## src/rtl/prng_range.sv

```systemverilog
// Maps raw PRNG samples (1..m-1) onto a uniform range 0..n-1 using rejection
// sampling against lim=(m-1)-((m-1) mod n), with one shared serial divider.
module prng_range (
    input  logic        clk,
    input  logic        rst,
    input  logic        cfg,
    input  logic [31:0] m,
    input  logic [31:0] n,
    output logic        prng_start,
    output logic        prng_cont,
    input  logic        prng_done,
    input  logic [31:0] prng_rand,
    output logic        valid,
    input  logic        ready,
    output logic [31:0] value,
    output logic [15:0] rej_cnt,
    output logic        err
);

    typedef enum logic [2:0] {S_IDLE, S_LIM, S_WAIT, S_DIV, S_OUT} state_t;

    state_t      state_q, state_d;
    logic [31:0] m_q, m_d;
    logic [31:0] n_q, n_d;
    logic [31:0] lim_q, lim_d;
    logic [31:0] quo_q, quo_d;
    logic [32:0] rem_q, rem_d;
    logic [4:0]  cnt_q, cnt_d;
    logic        start_q, start_d;
    logic        cont_q, cont_d;
    logic        valid_q, valid_d;
    logic [31:0] value_q, value_d;
    logic [15:0] rej_q, rej_d;
    logic        err_q, err_d;

    // One restoring-divider step; the shifted partial remainder is kept wide
    // enough that the compare/subtract never overflows for any 32-bit n.
    logic [33:0] rem_sh;
    logic        ge;
    logic [32:0] rem_nx;
    logic [31:0] quo_nx;
    logic [31:0] rand_m1;
    logic        rand_bad;

    always_comb begin
        rem_sh   = {rem_q, quo_q[31]};
        ge       = (rem_sh >= {2'b00, n_q});
        rem_nx   = ge ? (rem_sh[32:0] - {1'b0, n_q}) : rem_sh[32:0];
        quo_nx   = {quo_q[30:0], ge};
        rand_m1  = prng_rand - 32'd1;
        rand_bad = (prng_rand == 32'd0) || (prng_rand >= m_q);
    end

    always_comb begin
        state_d = state_q;
        m_d     = m_q;
        n_d     = n_q;
        lim_d   = lim_q;
        quo_d   = quo_q;
        rem_d   = rem_q;
        cnt_d   = cnt_q;
        start_d = start_q;
        cont_d  = 1'b0;
        valid_d = valid_q;
        value_d = value_q;
        rej_d   = rej_q;
        err_d   = err_q;
        case (state_q)
            S_IDLE: begin
                if (cfg) begin
                    m_d   = m;
                    n_d   = n;
                    rej_d = '0;
                    err_d = 1'b0;
                    if (n == 32'd0 || n > m - 32'd1) begin
                        err_d = 1'b1;
                    end else begin
                        state_d = S_LIM;
                        quo_d   = m - 32'd1;
                        rem_d   = '0;
                        cnt_d   = '0;
                    end
                end
            end
            S_LIM: begin
                quo_d = quo_nx;
                rem_d = rem_nx;
                cnt_d = cnt_q + 5'd1;
                if (cnt_q == 5'd31) begin
                    lim_d   = (m_q - 32'd1) - rem_nx[31:0];
                    start_d = 1'b1;
                    state_d = S_WAIT;
                end
            end
            S_WAIT: begin
                if (prng_done) begin
                    start_d = 1'b0;
                    if (rand_bad || rand_m1 >= lim_q) begin
                        if (rand_bad) err_d = 1'b1;
                        if (rej_q != 16'hFFFF) rej_d = rej_q + 16'd1;
                        cont_d = 1'b1;
                    end else begin
                        state_d = S_DIV;
                        quo_d   = rand_m1;
                        rem_d   = '0;
                        cnt_d   = '0;
                    end
                end
            end
            S_DIV: begin
                quo_d = quo_nx;
                rem_d = rem_nx;
                cnt_d = cnt_q + 5'd1;
                if (cnt_q == 5'd31) begin
                    value_d = rem_nx[31:0];
                    valid_d = 1'b1;
                    state_d = S_OUT;
                end
            end
            S_OUT: begin
                if (ready) begin
                    valid_d = 1'b0;
                    cont_d  = 1'b1;
                    state_d = S_WAIT;
                end
            end
            default: state_d = S_IDLE;
        endcase
    end

    always_ff @(posedge clk) begin
        if (rst) begin
            state_q <= S_IDLE;
            m_q     <= '0;
            n_q     <= '0;
            lim_q   <= '0;
            quo_q   <= '0;
            rem_q   <= '0;
            cnt_q   <= '0;
            start_q <= 1'b0;
            cont_q  <= 1'b0;
            valid_q <= 1'b0;
            value_q <= '0;
            rej_q   <= '0;
            err_q   <= 1'b0;
        end else begin
            state_q <= state_d;
            m_q     <= m_d;
            n_q     <= n_d;
            lim_q   <= lim_d;
            quo_q   <= quo_d;
            rem_q   <= rem_d;
            cnt_q   <= cnt_d;
            start_q <= start_d;
            cont_q  <= cont_d;
            valid_q <= valid_d;
            value_q <= value_d;
            rej_q   <= rej_d;
            err_q   <= err_d;
        end
    end

    assign prng_start = start_q;
    assign prng_cont  = cont_q;
    assign valid      = valid_q;
    assign value      = value_q;
    assign rej_cnt    = rej_q;
    assign err        = err_q;

endmodule

```

## config.mk

```make
export PLATFORM = sky130hd
export DESIGN_NAME = prng_range
export DESIGN_NICKNAME = d
export VERILOG_FILES = /design/src/rtl/prng_range.sv
export SDC_FILE = /design/constraint.sdc
export NUM_CORES = 1
export LEC_CHECK = 0
export CORE_ASPECT_RATIO = 1.25
export CORE_UTILIZATION = 41
export CTS_CLUSTER_DIAMETER = 40
export CTS_CLUSTER_SIZE = 14
export DETAILED_ROUTE_END_ITERATION = 16
export HOLD_SLACK_MARGIN = 0.12
export PLACE_DENSITY = 0.65
export SLEW_MARGIN = 20
export SYNTH_ARGS = -nofsm -noshare
export SYNTH_HDL_FRONTEND = slang
export SYNTH_SLANG_ARGS = --single-unit
export TNS_END_PERCENT = 100
```

## constraint.sdc

```tcl
create_clock -name clk -period 19.81 [get_ports clk]
set_input_delay 3.962 -clock clk [delete_from_list [all_inputs] [get_ports clk]]
set_output_delay 3.962 -clock clk [all_outputs]
set_load 0.03 [all_outputs]
```

==> impl_metrics.ini <==
[logic_synthesis]
synth_compound_area_frac = 0.245
syn_nets = 2285
synth_top_family_by_area = compound AO/OA/AOI/OAI gates
ys_warn_count = 0
syn_avg_cell_area_um2 = 7.79
synth_xor_area_frac = 0.0633
async_flop_share = 0
synth_top_area_cell = dfxtp_1
seq_area_frac_synth = 0.280
yosysMostFrequentCell = nand2_1
synthTopCellsByCount = nand2_1, dfxtp_1, a21oi_1
synth.area.mux_share = 0.0182
syn_area_um2 = 15800
synth-simple-area-share = 0.204
synth_cells = 2026
ys_ff_latch = 221
synth_cell_types = 88
yosys_most_used_dff = dfxtp_1
yosysTopAreaCellShare = 0.280
synth-edff-count = 0
synthTopCellsByArea = dfxtp_1, ha_1, nand2_1
synth-adder-area-share = 0.131

[sta]
finalSetupViolations = 0
final_max_slew_viol_count = 0
fin_setup_tns_ps = 0
skew_ps = 25.5
rsz0062_at_grt = no
hold_violations = 0
final.period_utilization = 0.497
max_freq_mhz = 102
maxSlewHeadroom = 0.216
worst_pin_slew_ps = 1170
fin_crit_ps = 9850

[layout]
nFillCells = 3707
antennaDiodeCount = 0
area_growth_pct = 21.3
drive_above_1_share = 0.0610
num-nets-final = 2394

[clock_tree]
post_cts_buffers = 0
insertion_delay_ps = 530
numCtsBuffers = 40
root_buffer = clkbuf_16
cts_max_path_buffers = 3
cts_sinks = 221
holdBufCountCts = 0
clkSlewWorstSetupHoldPaths_ps = 50
htreeDepth = 2
cts_resized = 0
cts_tree = done

[pwr]
power_frac_comb = 0.652
power_frac_seq = 0.143
power.density_nw_per_um2 = 188
vdd_drop_max_mv = 0.137
p_clk_frac = 0.205
finalPower_w = 0.00361
p_leak_nw = 7.34
p_int_w = 0.00191
swShare = 0.471
p_sw_w = 0.00170

[drt]
drtIter0Drc = 1066
wire_per_inst_um = 20.1
vias = 15400
drc = 0
via_per_inst = 5.79
firstDrtPassIters = 5
ant_nets = 0
drt-total-wl_um = 53300

[worst_setup_path]
r2r_cells = 27
crit_path_start_kind = input pin
r2r-start = quo_q[31]$_SDFFE_PP0P_
critPathCaptureType = flip-flop
criticalPathCategory = input pin to flip-flop
crit_start = m[2]
rrSetupSlack_ps = 12040
arrival_ps = 10260
cp_slowest_cell = clkdlybuf4s50_1
path_cells = clkdlybuf4s50_1, nor3_1, nand2b_1, nor4_1, nor2b_1, nand3b_1, nand2b_1, or2_2, or4_1, xor2_1, ha_1, a21o_1, a21o_1, a21oi_1, o21ai_0, a211o_1, a21oi_1, a31oi_1, o31a_1, nor2_2, buf_4, mux2_2
critPathMaxStageDelay_ps = 480
cp.required_ps = 20220
cp_max_fo = 20

[hold_path]
min_path_type = flip-flop to flip-flop
worstHoldStart = n_q[24]$_SDFFE_PP0P_
hold-path-cell-count = 2

[job]
drv_cap = 0

[global_route]
grt_first_pass_wirelength_um = 82700
antenna_found_initial = 0
grt_max_degree = 103
grt_pass1_vias = 14900
gr-total-overflow = 0
grt_usage = 0.269

[floorplanning]
rows = 80
die_area_um2 = 39300
chipWidth_um = 177
initial_core_util = 0.415
core_um2 = 38000
num_io_pins = 153
dieHeight_um = 221

[status]
status = complete, no violations

[placed_design]
io_buffer_count = 152
gp_congestion = 0.962
hpwl_um = 39700
-- sequential cells by signal (all words and copies together) (netlist names) --
name and cells:
prng_cont 1, valid 1, err 1, cnt_q 5, state_q 3, rem_q 33, prng_start 1, m_q 32
rej_cnt 16, lim_q 32, n_q 32, value 32, quo_q 32
-- power by group through the flow --
stage          combinational [W]  clock (W)  sequential, W
2_1_floorplan            0.00173          0       0.000511
3_3_place_gp             0.00229          0       0.000522
3_5_place_dp             0.00231          0       0.000523
4_1_cts                  0.00234   0.000747       0.000515
5_1_grt                  0.00256   0.000769       0.000519
6_report                 0.00235   0.000739       0.000515
-- through the flow --
step	std cells	utilization	cell area (µm²)	hold WS (ps)	worst slack, ps
after global placement	2585	0.465	17700	439	9700
after floorplan	2026	-	15800	432	11220
after CTS	2655	0.503	19100	452	10080
after global routing	2655	0.503	19100	471	9520
after detailed placement	2585	0.465	17700	447	9540
final	2655	0.503	19100	451	9960
-- path summary, 6_finish.rpt --
check,endpoint
min,n_q[24]$_SDFFE_PP0P_
min reg2reg,n_q[24]$_SDFFE_PP0P_
max reg2reg,lim_q[30]$_SDFFE_PP0P_
max,quo_q[18]$_SDFFE_PP0P_
-- logic make-up after synthesis --
kind of cell / after synthesis
simple gates: 684
compound gates: 579
buf+inv: 237
mux: 26
flops: 221
xor+xnor: 114
fa+ha+maj: 165
-- per-layer routing --
metal	GRT usage	routed length (µm)	up-vias
met5	0	0	-
met4	0.124	2440	0
met3	0.0338	2830	124
met2	0.454	25600	501
met1	0.338	22500	7257
li1	-	-	7493
-- cell usage in the layout, fill, tap and decap left out, drive strengths merged, types with 18 or more instances in the layout --
cell type and instances:
a211oi 55, a21o 49, a21oi 199, buf 23, clkbuf 47, clkdlybuf4s50 151, dfxtp 221, ha 156
inv 132, mux2i 24, nand2 284, nand2b 31, nand3 28, nand4 35, nor2 130, nor2b 28
nor3 39, nor4 29, o21a 18, o21ai 91, o22ai 21, or3 24, xnor2 70, xor2 44
-- worst max-delay path, delay by kind of cell --
kind / cells / cell delay [ps]
compound gates: 8 / 1790
mux: 1 / 360
xor+xnor: 1 / 230
buf+inv: 2 / 810
simple gates: 9 / 2780
fa+ha+maj: 1 / 280
-- area by class of cell --
class | count | area (µm²) | area share
Clock buffer | 47 | 1090 | 0.0569
Clock inverter | 23 | 340 | 0.0178
Inverter | 130 | 488 | 0.0255
Multi-Input combinational cell | 1568 | 10500 | 0.548
Sequential cell | 221 | 4420 | 0.231
Tap cell | 492 | 616 | 0.0322
Timing Repair Buffer | 174 | 1690 | 0.0884
No activity file was read; power rests on OpenSTA's default activity.
